File: config.mk
export PLATFORM = sky130hd
export DESIGN_NAME = wb_write_arbiter
export DESIGN_NICKNAME = d
export VERILOG_FILES = /design/src/rtl/wb_pkg.sv /design/src/rtl/wb_result_fifo.sv /design/src/rtl/wb_write_arbiter.sv
export SDC_FILE = /design/constraint.sdc
export NUM_CORES = 1
export LEC_CHECK = 0
export CORE_MARGIN = 1
export CORE_UTILIZATION = 47
export DETAILED_ROUTE_END_ITERATION = 12
export MAX_ROUTING_LAYER = met4
export PLACE_DENSITY = 0.82
export SLEW_MARGIN = 40
export SYNTH_ARGS = -nofsm -noshare
export SYNTH_HDL_FRONTEND = slang
export SYNTH_SLANG_ARGS = --single-unit
export TNS_END_PERCENT = 5
File: constraint.sdc
create_clock -name clk -period 2.35 [get_ports clk]
set_input_delay 0.3525 -clock clk [delete_from_list [all_inputs] [get_ports clk]]
set_output_delay 0.3525 -clock clk [all_outputs]
set_load 0.02 [all_outputs]
File: src/rtl/wb_pkg.sv
// Shared widths, grant encoding and the long-latency FIFO entry layout for the
// write-back arbiter.
package wb_pkg;

  localparam int XLEN       = 32;
  localparam int REG_ADDR_W = 5;
  localparam int NUM_REGS   = 32;

  typedef enum logic [1:0] {
    GRANT_NONE,
    GRANT_PIPE,
    GRANT_LL
  } grant_t;

  typedef struct packed {
    logic [REG_ADDR_W-1:0] rd;
    logic [XLEN-1:0]       data;
  } ll_entry_t;

  // One-hot register mask; x0 has no storage, so it never maps to a busy bit.
  function automatic logic [NUM_REGS-1:0] reg_mask(input logic [REG_ADDR_W-1:0] rd);
    logic [NUM_REGS-1:0] mask;
    mask = '0;
    if (rd != '0) mask[rd] = 1'b1;
    return mask;
  endfunction

endpackage

File: src/rtl/wb_result_fifo.sv
// Synchronous FIFO holding long-latency results until they win the write port.
// Pointers carry one extra wrap bit so full and empty are distinguishable.
module wb_result_fifo
  import wb_pkg::*;
#(
  parameter int DEPTH = 4
) (
  input  logic      clk,
  input  logic      rst,
  input  logic      push,
  input  ll_entry_t push_entry,
  input  logic      pop,
  output ll_entry_t head,
  output logic      full,
  output logic      empty
);

  localparam int AW = $clog2(DEPTH);

  ll_entry_t     mem [DEPTH];
  logic [AW:0]   wr_ptr;
  logic [AW:0]   rd_ptr;
  logic          do_push;
  logic          do_pop;

  assign empty   = (wr_ptr == rd_ptr);
  assign full    = (wr_ptr[AW] != rd_ptr[AW]) && (wr_ptr[AW-1:0] == rd_ptr[AW-1:0]);
  assign do_push = push && !full;
  assign do_pop  = pop && !empty;
  assign head    = mem[rd_ptr[AW-1:0]];

  // NOTE: non-blocking assignments for all clocked state so every register
  // samples pre-edge values regardless of block evaluation order.
  always_ff @(posedge clk) begin
    if (rst) begin
      wr_ptr <= '0;
      rd_ptr <= '0;
    end else begin
      if (do_push) wr_ptr <= wr_ptr + 1'b1;
      if (do_pop)  rd_ptr <= rd_ptr + 1'b1;
    end
  end

  // NOTE: storage is deliberately not reset; the pointers alone define which
  // slots are valid, so clearing the array would only cost reset fan-out.
  always_ff @(posedge clk) begin
    if (do_push) mem[wr_ptr[AW-1:0]] <= push_entry;
  end

endmodule

File: src/rtl/wb_write_arbiter.sv
// Merges in-order pipeline results and buffered long-latency results onto the
// single register-file write port, with starvation guard and busy scoreboard.
module wb_write_arbiter
  import wb_pkg::*;
#(
  parameter int LL_DEPTH   = 4,
  parameter int STARVE_MAX = 8
) (
  input  logic                  clk,
  input  logic                  rst,
  input  logic                  pipe_valid,
  input  logic                  pipe_we,
  input  logic [REG_ADDR_W-1:0] pipe_rd,
  input  logic [XLEN-1:0]       pipe_data,
  output logic                  pipe_ready,
  input  logic                  ll_valid,
  input  logic [REG_ADDR_W-1:0] ll_rd,
  input  logic [XLEN-1:0]       ll_data,
  output logic                  ll_ready,
  input  logic                  ll_issue_valid,
  input  logic [REG_ADDR_W-1:0] ll_issue_rd,
  output logic [NUM_REGS-1:0]   rd_busy,
  output logic                  rf_wr_en,
  output logic [REG_ADDR_W-1:0] rf_wr_addr,
  output logic [XLEN-1:0]       rf_wr_data
);

  localparam int               SW          = (STARVE_MAX > 2) ? $clog2(STARVE_MAX) : 1;
  localparam logic [SW-1:0]    STARVE_LAST = SW'(STARVE_MAX - 1);

  ll_entry_t     ll_head;
  ll_entry_t     ll_in;
  logic          fifo_full;
  logic          fifo_empty;
  logic          ll_push;
  logic          ll_pop;
  logic          starve_hit;
  logic          ll_urgent;
  logic [SW-1:0] starve_cnt;
  grant_t        grant;

  assign ll_in   = '{rd: ll_rd, data: ll_data};
  assign ll_ready = !fifo_full;
  assign ll_push  = ll_valid && !fifo_full;

  wb_result_fifo #(
    .DEPTH (LL_DEPTH)
  ) u_fifo (
    .clk        (clk),
    .rst        (rst),
    .push       (ll_push),
    .push_entry (ll_in),
    .pop        (ll_pop),
    .head       (ll_head),
    .full       (fifo_full),
    .empty      (fifo_empty)
  );

  // The head must go now: it has waited too long, or the FIFO can take no more.
  assign starve_hit = (starve_cnt == STARVE_LAST);
  assign ll_urgent  = !fifo_empty && (starve_hit || fifo_full);
  assign pipe_ready = !ll_urgent;

  // NOTE: the default assignment first keeps this block free of inferred latches.
  always_comb begin
    grant = GRANT_NONE;
    if (!fifo_empty && (!pipe_valid || ll_urgent)) grant = GRANT_LL;
    else if (pipe_valid)                           grant = GRANT_PIPE;
  end

  assign ll_pop = (grant == GRANT_LL);

  always_ff @(posedge clk) begin
    if (rst) begin
      starve_cnt <= '0;
    end else if (fifo_empty || ll_pop) begin
      starve_cnt <= '0;
    end else if (!starve_hit) begin
      starve_cnt <= starve_cnt + 1'b1;
    end
  end

  // Clear-then-set ordering makes a same-cycle reissue keep the register busy.
  always_ff @(posedge clk) begin
    if (rst) begin
      rd_busy <= '0;
    end else begin
      rd_busy <= (rd_busy & ~(ll_pop ? reg_mask(ll_head.rd) : '0))
               | (ll_issue_valid ? reg_mask(ll_issue_rd) : '0);
    end
  end

  always_ff @(posedge clk) begin
    if (rst) begin
      rf_wr_en   <= 1'b0;
      rf_wr_addr <= '0;
      rf_wr_data <= '0;
    end else begin
      unique case (grant)
        GRANT_PIPE: begin
          rf_wr_en   <= pipe_we && (pipe_rd != '0);
          rf_wr_addr <= pipe_rd;
          rf_wr_data <= pipe_data;
        end
        GRANT_LL: begin
          rf_wr_en   <= (ll_head.rd != '0);
          rf_wr_addr <= ll_head.rd;
          rf_wr_data <= ll_head.data;
        end
        default: rf_wr_en <= 1'b0;
      endcase
    end
  end

endmodule

* After elaboration in Yosys (flattened, before gate mapping)
Memories as Yosys holds them, arrays and structs flattened. A register that Yosys moved wholly into a read port is not among the register bits.
Cells that the tools add are included.
** Storage, ports and cells
- Bits of input ports :: 85
- Memories kept :: 1
- Word-level logic and storage cells :: 64
- Bits in registers :: 79
- Memory bits (writable) :: 148
** Memories
- u_fifo.mem :: words 4, bits a word 37, rd ports 1, clocked after Yosys merged registers in 1, wr ports 1, RTL line wb_result_fifo.sv:20 : ll_entry_t mem [DEPTH];
** Operators by class
- Bitwise operators :: 3
- Eq/ne operators :: 6
- Add/sub/neg operators :: 3
- Reduce and logical (&&, ||, !) cells :: 21
- Magnitude comparators :: 4
- Multiplexer cells :: 19
** Operator list (count)
- 32-bit two-way mux :: 6
- 32-bit one-hot mux with 2 select lines :: 1
- 32-bit AND :: 1
- 32-bit inverter :: 1
- 32-bit OR :: 1
- 5-bit nonzero test :: 3
- 5-bit by 6-bit less-than comparator with 1-bit output (second input constant) :: 2
- 1-bit demux with 5-bit select :: 2
- 5-bit by 1-bit >= comparator with 1-bit output (second input constant) :: 2
- 5-bit one-hot mux with 2 select lines :: 1
- 3-bit by 1-bit adder with 3-bit output (second input constant) :: 3
- 1-bit logical AND :: 9
- 2-bit two-way mux :: 3
- 1-bit two-way mux :: 5
- 1-bit zero test :: 4
- 3-bit equality test :: 1
- 3-bit equality test (second input constant) :: 1
- 1-bit logical OR :: 3
- 2-bit by 1-bit equality test with 1-bit output (second input constant) :: 1
- 2-bit equality test :: 1
- 2-bit equality test (second input constant) :: 1
- 1-bit one-hot mux with 2 select lines :: 1
- 2-bit nonzero test :: 1
- 2-bit OR reduction :: 1
- 1-bit inequality test :: 1

* Logic depth before layout (Yosys ltp)
Gate-level depths: netlist (run 1).
- Word-level depth :: 12
- Depth in mapped cells :: 8
- Gate-level depth less buffers :: 7

* Hierarchy
From an unflattened synthesis (run 1), not the netlist that was laid out.
** Second synthesis, totals
- Cell total of the unflattened synthesis :: 633
- Area, all modules :: 9396.5 µm²
** Modules (own cells, without submodules)
- wb_result_fifo :: cells an instance 261, instances 1, area each 5905.7 µm²
- wb_write_arbiter :: cells an instance 372, instances 1, area each 3490.8 µm²

* Worst setup path after synthesis (run 1)
OpenSTA, ideal clock, no wires.
- Path type :: register to register
- From :: register u_fifo.wr_ptr[0]
- To :: memory u_fifo.mem[3][0] (netlist name), enable pin
- Data required time :: 1.951 ns
- Clock period less this slack :: 2.279 ns
- Arrival :: 1.879 ns
- Stages on the path, launching flop included :: 4
- Path slack :: 0.071 ns
- Setup time :: 0.399 ns
- Cells stage by stage :: dfxtp_1 xor2_1 o31a_1 and2_1
** On the way
- Longest elaborated chain between the ends :: 7
** RTL lines
- start, declared :: RTL line wb_result_fifo.sv:21 : logic [AW:0] wr_ptr;
- start signal, assigned :: RTL line wb_result_fifo.sv:39 : if (do_push) wr_ptr <= wr_ptr + 1'b1;
- 2-bit equality test :: RTL line wb_result_fifo.sv:27 : assign full = (wr_ptr[AW] != rd_ptr[AW]) && (wr_ptr[AW-1:0] == rd_ptr[AW-1:0]);
- 1-bit logical AND :: RTL line wb_result_fifo.sv:27
- 1-bit zero test :: RTL line wb_result_fifo.sv:28, wb_write_arbiter.sv:44
- 1-bit logical AND :: RTL line wb_write_arbiter.sv:44 : assign ll_push = ll_valid && !fifo_full;
- 1-bit logical AND :: RTL line wb_result_fifo.sv:28 : assign do_push = push && !full;
- 1-bit two-way mux :: RTL line wb_result_fifo.sv:47 : if (do_push) mem[wr_ptr[AW-1:0]] <= push_entry;
- 1-bit two-way mux (implied by the code) :: RTL line wb_result_fifo.sv:47
- end, declared :: RTL line wb_result_fifo.sv:20
Parallel ways exist; a longest one is shown, timed or not.

* Worst setup path in the final report (run 1)
- From :: register u_fifo.wr_ptr[1]
- To :: output pipe_ready
** On the way
- Longest elaborated chain between the ends :: 5
- Elaborated cells between the ends (all ways) :: 7
- Those cells by class :: eq/ne (2); reduce/logical (5)
** RTL lines
- 2-bit equality test :: RTL line wb_result_fifo.sv:27
- 1-bit logical AND :: RTL line wb_result_fifo.sv:27
- 1-bit logical OR :: RTL line wb_write_arbiter.sv:61 : assign ll_urgent = !fifo_empty && (starve_hit || fifo_full);
- 1-bit logical AND * :: RTL line wb_write_arbiter.sv:61
- 1-bit zero test * :: RTL line wb_write_arbiter.sv:62 : assign pipe_ready = !ll_urgent;
- end, declared :: RTL line wb_write_arbiter.sv:15 : output logic pipe_ready,
Every way passes the cells marked *; elsewhere a longest branch is shown, timed or not.

==> reports/metrics.yaml, run 1 <==
floorplan:
  die_height_um: 139
  die_area_um2: 19400
  core_um2: 18200
  initial_core_util_pct: 48.6
  ios: 157
  rows: 49
  die_w_um: 139
logic_synthesis:
  synthCells: 528
  synth.most_common_cell: "edfxtp_1"
  synth-warning-count: 0
  yosysSeqAreaShare_pct: 68.5
  ys_async_sr_fraction_pct: 0
  synth.avg_cell_area_um2: 16.8
  synth-main-ff-cell: "edfxtp_1"
  syn_nets: 620
  ys_seq_elements: 229
  synth_area_leaders: "edfxtp_1 (50%), dfxtp_1 (18%), mux4_2 (9.4%)"
  synth_top_cell_area_share_pct: 50.2
  synthesis.area_um2: 8860
  synth_edf_count: 148
  synth_cell_types: 48
  synth_common_cells: "edfxtp_1 (148), dfxtp_1 (81), mux2i_1 (37), mux4_2 (37), o2bb2ai_1 (26)"
  yosysTopAreaCell: "edfxtp_1"
global_route:
  grt_overflow: 0
  grt_max_degree: 39
  antenna_found_initial: 1
  track_usage_pct: 21.5
  grt_pass1_wl_mm: 31.2
  grt_pass1_vias: 5616
final_layout:
  fill_cells: 1278
  stdcell_count: 951
  area_growth_pct: 30.8
  multiInputGateArea_um2: 2620
  seqCellArea_um2: 6070
  final_net_count: 795
  layout-drive-gt1-share_pct: 16.6
cts:
  clockRootBuffer: "clkbuf_16"
  post-cts-setup-buffers: 0
  cts_tree: "done"
  clock_path_buffers: 3
  clkTransAtPathRegs_ps: 60
  cts_buffers: 24
  htree_levels: 1
  cts.sinks: 229
  clk_latency_ps: 510
sta:
  worstMarginPinSlew_ps: 618
  holdWs_ps: 460
  skew_ps: 18.5
  max_freq_mhz: 444
  finalHoldViolCount: 0
  setup-violations-final: 0
  tns_ps: 0
  report.final.slew_viol_count: 0
  period_needed_ps: 2250
  rsz0062_at_grt: "no"
  slew_headroom_pct: 58.8
  min_period_over_period_pct: 95.7
worst_setup_path:
  crit_arrival_ps: 1900
  cpLargestDelayFamily: "simple AND/OR/NAND/NOR gates"
  cp-start-kind: "flip-flop"
  r2r_end: "rf_wr_data[3]$_SDFFE_PP0P_"
  critPathRequiredTime_ps: 2000
  worstSetupEndpointType: "output pin"
  cp_cell_sequence: "xor2_2 -> or3_1 -> o21ai_2 -> clkdlybuf4s15_2"
  r2r_cells: 7
  cpMaxStageDelayCell: "or3_1"
  crit_path_max_fanout: 4
  r2r_setup_slack_ps: 160
  crit_buf_inv: 1
  critical_path.max_stage_delay_ps: 410
  path_class: "reg -> out"
  r2r-start: "u_fifo.wr_ptr[1]$_SDFFE_PP0P_"
routing:
  firstDrtPassIters: 11
  wirelength_mm: 20.2
  drcViolationCount: 1
  ant_nets: 0
  avgViaCountPerCell: 5.79
  wl_per_cell_um: 21.3
  drt_iter0_drc: 368
  num_vias: 5505
outcome:
  outcome: "complete, but fails checks"
  violations: "DRC"
placement:
  place_inst: 906
  dpl.hpwl_mm: 13.4
  place_congestion: 0.957
  io_buffers: 156
pwr:
  pwr-share-clk_pct: 29.5
  p_leak_uw: 0.00398
  power_frac_comb_pct: 29.5
  p_int_uw: 8500
  ir_drop_v: 0.000725
  p_switching_uw: 3720
  p_per_area_nw_per_um2: 1060
  p_sw_share_pct: 30.5
  sequentialPowerShare_pct: 41.0
worst_hold_path:
  hp-start: "starve_cnt[0]$_SDFFE_PP0N_"
  hp-class: "reg -> reg"
  hold_depth: 1
  min_to: "starve_cnt[0]$_SDFFE_PP0N_"
job:
  maxCapViolCount: 0
-- worst reg2reg max path, stage by stage, from the launching register on --
cell and delay [ps]:
dfxtp_1 370, xor2_2 210, or3_1 420, buf_4 180
or2_1 350, nand2_4 140, buf_4 270, o2bb2ai_1 120
-- cell usage in the layout, fill, tap and decap left out, types with 5 or more instances in the layout --
cell type / instances
inv_1: 9
edfxtp_1: 148
ha_1: 7
nand3_1: 7
o311ai_1: 12
mux4_2: 37
nor2b_1: 6
o31ai_1: 8
nand2_1: 14
clkbuf_16: 25
clkinv_2: 5
o21ai_0: 19
clkdlybuf4s50_1: 154
dfxtp_1: 78
mux2i_1: 37
o2bb2ai_2: 10
nor2_1: 13
clkbuf_1: 5
buf_12: 7
buf_4: 14
o311ai_0: 7
o2bb2ai_1: 26
a21oi_1: 10
-- per-stage QoR --
step | utilization, % | cell area, µm² | power (µW) | setup WS (ps)
final | 63.6 | 11600 | 12200 | 100
after global routing | 63.6 | 11600 | 12700 | 25.6
after CTS | 63.6 | 11600 | 12300 | 3.42
after detailed placement | 59.3 | 10800 | 8700 | 125
after global placement | 59.3 | 10800 | 8560 | 170
after floorplan | - | 8860 | 7290 | 71.3
-- worst max path at each step --
stage,from,end,slack [ps],depth (start not counted)
after global routing,u_fifo.wr_ptr[1]$_SDFFE_PP0P_,pipe_ready,30,4
final,u_fifo.wr_ptr[1]$_SDFFE_PP0P_,pipe_ready,100,4
after CTS,u_fifo.rd_ptr[0]$_SDFFE_PP0P_,ll_ready,3,4
after global placement,flip-flop,rd_busy[16]$_SDFF_PP0_,170,4
after detailed placement,pipe_valid,rd_busy[31]$_SDFF_PP0_,120,7
after floorplan,u_fifo.wr_ptr[0]$_SDFFE_PP0P_,u_fifo.mem[3][0]$_DFFE_PP_,70,3
-- what timing repair did --
| item | in CTS | in global routing |
|---|---|---|
| endpoints found under the setup margin | 2 | 4 |
| resized for setup | 7 | 3 |
| hold buffers | 0 | 0 |
-- power groups by stage --
| stage | sequential, µW | combinational (µW) | clock, µW |
|---|---|---|---|
| floorplan | 5320 | 1980 | 0 |
| global placement | 5050 | 3500 | 0 |
| detailed placement | 5090 | 3620 | 0 |
| CTS | 5020 | 3630 | 3670 |
| global route | 5060 | 3830 | 3800 |
| finish | 5010 | 3610 | 3600 |
-- per-layer routing --
metal  GRT usage [%]  part of all wire [%]
met1            26.8                    41
met2            36.1                    50
met3            3.68                   6.8
met4            6.37                   2.1
met5               -                     0
-- area by class of cell --
type,count,area share [%]
Sequential cell,229,52.4
Clock buffer,31,5.68
Inverter,9,0.292
Multi-Input combinational cell,262,22.6
Clock inverter,13,0.853
Tap cell,229,2.47
Antenna cell,1,0.0216
Timing Repair Buffer,177,15.6
-- registers in the layout, indices dropped and copies added (netlist names), named ones only --
register	cells
rf_wr_en	1
u_fifo.mem	148
rf_wr_addr	5
rd_busy	32
u_fifo.rd_ptr	3
starve_cnt	3
u_fifo.wr_ptr	3
rf_wr_data	32
-- kinds of logic (layout without fill, tap and decap cells) --
family	count (synthesis)	after routing	share of synthesized area (%)
DFF	229	229	68.5
AOI/OAI and AO/OA	102	102	9.35
muxes	74	74	13.6
and+or+nand+nor	71	71	4.56
buffers and inverters	37	230	2.22
xor gates and xnor gates	8	8	0.791
adders and majority gates	7	7	0.989
other	0	1	0
(Power assumes the default switching activity.)
==> run 2, diff against run 1 <==
--- a/config.mk
+++ b/config.mk
@@ -5,6 +5,7 @@
 export SDC_FILE = /design/constraint.sdc
 export NUM_CORES = 1
 export LEC_CHECK = 0
+export ABC_CLOCK_PERIOD_IN_PS = 2350
 export CORE_MARGIN = 1
 export CORE_UTILIZATION = 47
 export DETAILED_ROUTE_END_ITERATION = 12
==> results of run 2 <==
No change in the layout: final DEF, timing and power equal those of run 1.
